==> config.mk <==
export PLATFORM = sky130hd
export DESIGN_NAME = segment_demod_decider
export DESIGN_NICKNAME = d
export VERILOG_FILES = /design/src/rtl/segment_demod_decider.sv
export SDC_FILE = /design/constraint.sdc
export NUM_CORES = 1
export LEC_CHECK = 0
export CORE_UTILIZATION = 50
export DETAILED_ROUTE_END_ITERATION = 12
export GPL_TIMING_DRIVEN = 0
export PLACE_DENSITY = 0.8
export SYNTH_ARGS = -nofsm -noshare
export SYNTH_HDL_FRONTEND = slang
export SYNTH_SLANG_ARGS = --single-unit
==> constraint.sdc <==
create_clock -name clk -period 8.8 [get_ports clk]
set_input_delay 2.64 -clock clk [delete_from_list [all_inputs] [get_ports clk]]
set_output_delay 2.64 -clock clk [all_outputs]
set_load 0.05 [all_outputs]
==> src/rtl/segment_demod_decider.sv <==
// Hamming-distance demodulator: accumulates distance of received segments to the
// if/else reference segments, decides one bit per SEGS_PER_BIT segments and packs
// BITS_PER_WORD bits into a valid/ready output word.
// Optional macro ERASURE_FLAG_EN adds an erasure_mask output that flags tied decisions.
module segment_demod_decider #(
    parameter int SEGS_PER_BIT  = 4,
    parameter int BITS_PER_WORD = 32
) (
    input  logic        clk,
    input  logic        reset,
    input  logic [31:0] segment_in,
    input  logic        seg_valid,
    output logic        seg_ready,
    input  logic [31:0] array_ref_wire,
    input  logic [31:0] array_ref_m_wire,
    output logic [31:0] output_bits,
    output logic        out_valid,
`ifdef ERASURE_FLAG_EN
    output logic [31:0] erasure_mask,
`endif
    input  logic        out_ready
);

    localparam int ACC_W = $clog2(32 * SEGS_PER_BIT + 1);
    localparam int CNT_W = $clog2(SEGS_PER_BIT + 1);
    localparam int BIT_W = $clog2(BITS_PER_WORD + 1);

    typedef enum logic [1:0] {
        ST_ACCUM    = 2'd0,
        ST_DECIDE   = 2'd1,
        ST_OUT_HOLD = 2'd2
    } state_t;

    state_t                   state_q, state_d;
    logic [ACC_W-1:0]         acc_if_q, acc_if_d;
    logic [ACC_W-1:0]         acc_else_q, acc_else_d;
    logic [CNT_W-1:0]         seg_cnt_q, seg_cnt_d;
    logic [BIT_W-1:0]         bit_cnt_q, bit_cnt_d;
    logic [BITS_PER_WORD-1:0] shift_q, shift_d;
    logic [31:0]              out_bits_q, out_bits_d;
    logic                     out_valid_q, out_valid_d;

    logic                     transfer;
    logic                     decided_bit;
    logic [5:0]               dist_if;
    logic [5:0]               dist_else;
    logic [BITS_PER_WORD-1:0] shift_next;

    function automatic logic [5:0] popcount32(input logic [31:0] v);
        logic [5:0] c;
        c = '0;
        for (int i = 0; i < 32; i++) begin
            c = c + 6'(v[i]);
        end
        return c;
    endfunction

    assign seg_ready   = (state_q == ST_ACCUM) && !reset;
    assign transfer    = seg_valid && seg_ready;
    assign dist_if     = popcount32(segment_in ^ array_ref_wire);
    assign dist_else   = popcount32(segment_in ^ array_ref_m_wire);
    // A tie favours the if-path, so the comparison is inclusive.
    assign decided_bit = (acc_if_q <= acc_else_q);
    assign shift_next  = (shift_q << 1) | BITS_PER_WORD'(decided_bit);

    assign output_bits = out_bits_q;
    assign out_valid   = out_valid_q;

`ifdef ERASURE_FLAG_EN
    logic [BITS_PER_WORD-1:0] er_shift_q, er_shift_d;
    logic [31:0]              er_mask_q, er_mask_d;
    logic [BITS_PER_WORD-1:0] er_shift_next;

    assign er_shift_next = (er_shift_q << 1) | BITS_PER_WORD'(acc_if_q == acc_else_q);
    assign erasure_mask  = er_mask_q;
`endif

    always_ff @(posedge clk) begin
        if (reset) begin
            state_q     <= ST_ACCUM;
            acc_if_q    <= '0;
            acc_else_q  <= '0;
            seg_cnt_q   <= '0;
            bit_cnt_q   <= '0;
            shift_q     <= '0;
            out_bits_q  <= '0;
            out_valid_q <= 1'b0;
`ifdef ERASURE_FLAG_EN
            er_shift_q  <= '0;
            er_mask_q   <= '0;
`endif
        end else begin
            state_q     <= state_d;
            acc_if_q    <= acc_if_d;
            acc_else_q  <= acc_else_d;
            seg_cnt_q   <= seg_cnt_d;
            bit_cnt_q   <= bit_cnt_d;
            shift_q     <= shift_d;
            out_bits_q  <= out_bits_d;
            out_valid_q <= out_valid_d;
`ifdef ERASURE_FLAG_EN
            er_shift_q  <= er_shift_d;
            er_mask_q   <= er_mask_d;
`endif
        end
    end

    always_comb begin
        state_d     = state_q;
        acc_if_d    = acc_if_q;
        acc_else_d  = acc_else_q;
        seg_cnt_d   = seg_cnt_q;
        bit_cnt_d   = bit_cnt_q;
        shift_d     = shift_q;
        out_bits_d  = out_bits_q;
        out_valid_d = out_valid_q;
`ifdef ERASURE_FLAG_EN
        er_shift_d  = er_shift_q;
        er_mask_d   = er_mask_q;
`endif
        case (state_q)
            ST_ACCUM: begin
                if (transfer) begin
                    acc_if_d   = acc_if_q + ACC_W'(dist_if);
                    acc_else_d = acc_else_q + ACC_W'(dist_else);
                    seg_cnt_d  = seg_cnt_q + CNT_W'(1);
                    if (seg_cnt_q == CNT_W'(SEGS_PER_BIT - 1)) begin
                        state_d = ST_DECIDE;
                    end
                end
            end
            ST_DECIDE: begin
                acc_if_d   = '0;
                acc_else_d = '0;
                seg_cnt_d  = '0;
                if (bit_cnt_q == BIT_W'(BITS_PER_WORD - 1)) begin
                    out_bits_d  = 32'(shift_next);
                    out_valid_d = 1'b1;
                    bit_cnt_d   = '0;
                    shift_d     = '0;
`ifdef ERASURE_FLAG_EN
                    er_mask_d   = 32'(er_shift_next);
                    er_shift_d  = '0;
`endif
                    state_d     = ST_OUT_HOLD;
                end else begin
                    bit_cnt_d   = bit_cnt_q + BIT_W'(1);
                    shift_d     = shift_next;
`ifdef ERASURE_FLAG_EN
                    er_shift_d  = er_shift_next;
`endif
                    state_d     = ST_ACCUM;
                end
            end
            ST_OUT_HOLD: begin
                // Word stays frozen until the consumer takes it; output_bits is retained afterwards.
                if (out_ready) begin
                    out_valid_d = 1'b0;
                    state_d     = ST_ACCUM;
                end
            end
            default: begin
                state_d = ST_ACCUM;
            end
        endcase
    end

endmodule

# Yosys cells after proc, flatten, opt, wreduce, memory -nomap -nowiden
# Index checks and enable logic that the tools add are counted.
# W data, S select, Z words.
# totals
elab_cells	112
input_bits	100
regBits	91
output_inout_bits	34
# op_classes
n_bitwise	3
reduce_logical	10
n_lt_le_gt_ge	1
n_mux	16
add_sub_neg	66
n_eq_ne	8
# op_table
operator	n
$add A6 B1 Y6	52
$xor A32 B32 Y32	2
$or A32 B1 Y32	1
$pmux W8 S2	2
$mux W31	1
$add A8 B6 Y8	2
$mux W8	2
$add A5 B1 Y6	2
$add A4 B1 Y5	2
$add A3 B1 Y4	2
$le A8 B8 Y1	1
$mux W2	4
$add A2 B1 Y3	2
$add A6 B1 Y6 const B	1
$eq A6 B5 Y1 const B	1
$mux W6	1
$ne A2 B2 Y1 const B	3
$pmux W2 S3	1
$pmux W3 S2	1
$reduce_and A3 Y1	2
$add A1 B1 Y2	2
$reduce_and A2 Y1	2
$reduce_bool A2 Y1	2
$add A3 B1 Y3 const B	1
10 further kinds	12

# Depth between registers and ports, before layout
# depth
word_depth	35
depth_mapped	17

# Least setup slack after synthesis
# Ideal clock, no wire load.
# synth_timing
path_kind	input to register
startpoint	input segment_in[16]
endpoint	register acc_else_q[6]
t_arrival_ns	7.257
path_buffers	0
slack_ns	1.413
stages	17
required_ns	8.670
cell_sequence	xor2_1 fa_1 inv_1 fa_1 fa_1 inv_1 fa_1 inv_1 fa_1 fa_1 fa_1 fa_1 inv_1 a21o_1 a211o_1 xnor2_1 o21ai_0
# synth_between
elab_chain_len	20
# synth_lines
item	line_no	rtl
start: declaration	11	input logic [31:0] segment_in,
$xor A32 B32 Y32	61	assign dist_else = popcount32(segment_in ^ array_ref_m_wire);
$add A6 B1 Y6 (16 in a row)	53	c = c + 6'(v[i]);
$add A8 B6 Y8	125	acc_else_d = acc_else_q + ACC_W'(dist_else);
$mux W8	123	if (transfer) begin
$pmux W8 S2	121	case (state_q)
end signal: assignment	95	acc_else_q <= acc_else_d;
end: declaration	36	logic [ACC_W-1:0] acc_else_q, acc_else_d;
# Every way passes these cells. The select of a mux whose other input is x is not followed.
# A chain may end at the register's enable or synchronous reset.

# Worst setup path after layout
# layout_timing
startpoint	input segment_in[0]
endpoint	register acc_if_q[4]
# layout_between
elab_chain_len	35
# layout_lines
item	line_no	rtl
$xor A32 B32 Y32	60	assign dist_if = popcount32(segment_in ^ array_ref_wire);
$add A1 B1 Y2	53	
$add A2 B1 Y3	53	
$add A3 B1 Y4	53	
$add A4 B1 Y5	53	
$add A5 B1 Y6	53	
$add A6 B1 Y6 (26 in a row)	53	
$add A8 B6 Y8	124	acc_if_d = acc_if_q + ACC_W'(dist_if);
$mux W8	123	
$pmux W8 S2	121	
end signal: assignment	94	acc_if_q <= acc_if_d;
end: declaration	35	logic [ACC_W-1:0] acc_if_q, acc_if_d;
# Every way passes these cells. The select of a mux whose other input is x is not followed.

==> results.py <==
metrics = {
    "detailed_routing": {
        "routed-via-count": 4190,
        "finalWirelength_um": 11710,
        "avgViaCountPerCell": 5.205,
        "detail-route-antenna-nets": 0,
        "wl_per_cell_um": 14.54,
        "drc_errors": 0,
        "drt_iter0_drc": 176,
        "drt_first_pass_iters": 4,
    },
    "layout": {
        "nNetsFinal": 854,
        "drive_above_1_share": 0.04812,
        "diodes": 0,
        "syn_to_final_growth_pct": 30.11,
        "final_cells": 805,
        "utilization": 0.6698,
    },
    "critical_path": {
        "crit_type": "in2reg",
        "worstSetupEndpointType": "flop",
        "arrival_ps": 8000,
        "crit_fanout": 2,
        "start_kind": "input pin",
        "crit_required_ps": 9020,
    },
    "synthesis": {
        "synth_most_common_cell": "dfxtp_1",
        "ys.warnings.count": 0,
        "ys_top_cells_by_area": "dfxtp_1 (33%), fa_1 (19%), a22o_1 (10%), ha_1 (9.2%), xor2_1 (6.6%)",
        "postSynthCellCount": 517,
        "yosysTopAreaCell": "dfxtp_1",
        "yosysUniqueCellTypes": 40,
        "ys_top_cells_by_count": "dfxtp_1 (91), a22o_1 (64), fa_1 (52), inv_1 (52), xor2_1 (42)",
        "ys_seq_area_frac": 0.3250,
        "synth_ff_type": "dfxtp_1",
        "avgSynthCellArea_um2": 10.84,
        "async_flop_share": 0,
        "synthesis.nets": 710,
        "synth-seq-cells": 91,
        "synth_top_area_frac": 0.3250,
        "synth-edff-count": 0,
        "synth_area_um2": 5605,
    },
    "global_route": {
        "antenna_found_initial": 0,
        "grt_pass1_vias": 4232,
        "grt_first_pass_wirelength_um": 19090,
        "grt_start_max_net_pins": 15,
        "grtUsageTotal": 0.2097,
        "grt_overflow": 0,
    },
    "clock_tree": {
        "postCtsSetupBuffers": 0,
        "path_clk_slew_ps": 80,
        "clk_latency_ps": 350,
        "cts-root-buf": "clkbuf_8",
        "clkSinkCount": 91,
        "cts_tree": "done",
        "cts_htree_levels": 3,
        "numCtsBuffers": 9,
        "cts_resized": 0,
        "cts_hold_buf": 0,
        "clockBufferDepth": 2,
    },
    "floorplan": {
        "die-area_um2": 11640,
        "ios": 134,
        "core_region_area_um2": 10890,
        "rows": 38,
        "start_util": 0.5148,
        "fp.dieH_um": 107.9,
        "die_w_um": 107.9,
    },
    "timing": {
        "timing.slew.headroom": 0.6546,
        "tns_ps": 0,
        "hold_viol_final": 0,
        "whs_ps": 474.8,
        "drv_slew": 0,
        "fmax_ghz": 0.1285,
        "worstMarginPinSlew_ps": 516.5,
        "rsz0062_at_grt": "no",
        "setup_violations": 0,
        "finClkSkew_ps": 8.233,
        "fin_crit_ps": 7782,
        "period_share": 0.8844,
        "finalWorstSetupSlack_ps": 1018,
    },
    "placed_design": {
        "dp_hpwl_um": 9994,
        "placedCellCount": 790,
        "place.gp.congestion": 0.8315,
        "io_buffers": 133,
        "dp_slack_ps": 619.6,
    },
    "min_path": {
        "hold_class": "reg2reg",
    },
    "run": {
        "max-cap-violations": 0,
    },
    "power_and_ir_drop": {
        "p_per_area_nw_per_um2": 413.7,
        "p_leak_uw": 0.003096,
        "irDropWorstVdd_mv": 0.4790,
    },
    "status": {
        "outcome": "finished clean",
    },
}
## report_power, final
group / internal [uW] / total (uW) / switching [uW] / leakage [uW]
Sequential: 435 / 452 / 16.8 / 0.000735
Combinational: 1040 / 2300 / 1260 / 0.00227
Clock: 130 / 268 / 138 / 0.0000963
Total: 1600 / 3020 / 1420 / 0.00310
## cell families after synthesis
group | after synthesis | synth area share
XOR/XNOR | 79 | 0.1234
AND/OR/NAND/NOR | 68 | 0.06250
buffers and inverters | 71 | 0.05491
AO/OA/AOI/OAI | 113 | 0.1533
multiplexers | 2 | 0.003572
flip-flops | 91 | 0.3250
adder cells (fa/ha/maj) | 93 | 0.2772
## per-stage QoR
stage / total power (uW) / cell area [um^2]
2_1_floorplan: 2226 / 5605
4_1_cts: 3026 / 7293
6_report: 3017 / 7293
3_3_place_gp: 2647 / 7112
3_5_place_dp: 2752 / 7112
5_1_grt: 3381 / 7293
## critical path: stages
cell and delay, ps:
clkdlybuf4s50_1 500, xor2_1 220, fa_1 490, fa_1 520
fa_1 540, fa_1 550, inv_1 60, fa_1 500
fa_1 510, fa_1 470, fa_1 420, inv_1 80
a21o_1 140, a21oi_1 80, xor2_1 180, o21ai_0 90
## area by class of cell
cell class	count	area (um^2)
Clock buffer	10	127.6
Buffer	19	112.6
Multi-Input combinational cell	355	3476
Tap cell	140	175.2
Inverter	52	195.2
Sequential cell	91	1822
Fill cell	829	3595
Clock inverter	5	53.80
Timing Repair Buffer	133	1331
## state kept, by name (all words and copies together) (netlist names)
name,count
seg_cnt_q,3
out_valid,1
acc_if_q,8
shift_q,31
state_q,2
output_bits,32
bit_cnt_q,6
acc_else_q,8
## layer usage
metal | up-vias | GRT usage | wire, um
met1 | 2022 | 0.2634 | 4863
met2 | 93 | 0.3690 | 6197
met5 | - | 0 | 0
met3 | 19 | 0.03329 | 436
li1 | 2056 | - | -
met4 | 0 | 0.06164 | 210
## final timing paths
| check | from | end | slack [ps] | cells after the start |
|---|---|---|---|---|
| worst max register to register | acc_else_q[0] | acc_else_q[6] | 3600 | 14 |
| worst min-delay path | acc_else_q[7] | acc_else_q[7] | 470 | 1 |
| worst max-delay path | segment_in[0] | acc_if_q[4] | 1020 | 16 |
| worst min register to register | acc_else_q[7] | acc_else_q[7] | 470 | 1 |
## cells in the final DEF (no fill, tap or decap), drive strengths merged, types with 5 or more instances in the layout
| cell | instances |
|---|---|
| nand3 | 11 |
| a211oi | 6 |
| fa | 52 |
| o21ai | 11 |
| nand2b | 5 |
| nor2 | 16 |
| a21oi | 18 |
| xor2 | 42 |
| dfxtp | 91 |
| nand2 | 16 |
| buf | 13 |
| clkdlybuf4s50 | 133 |
| ha | 41 |
| clkbuf | 16 |
| xnor2 | 37 |
| a22o | 64 |
| inv | 53 |
(Power assumes the default switching activity.)
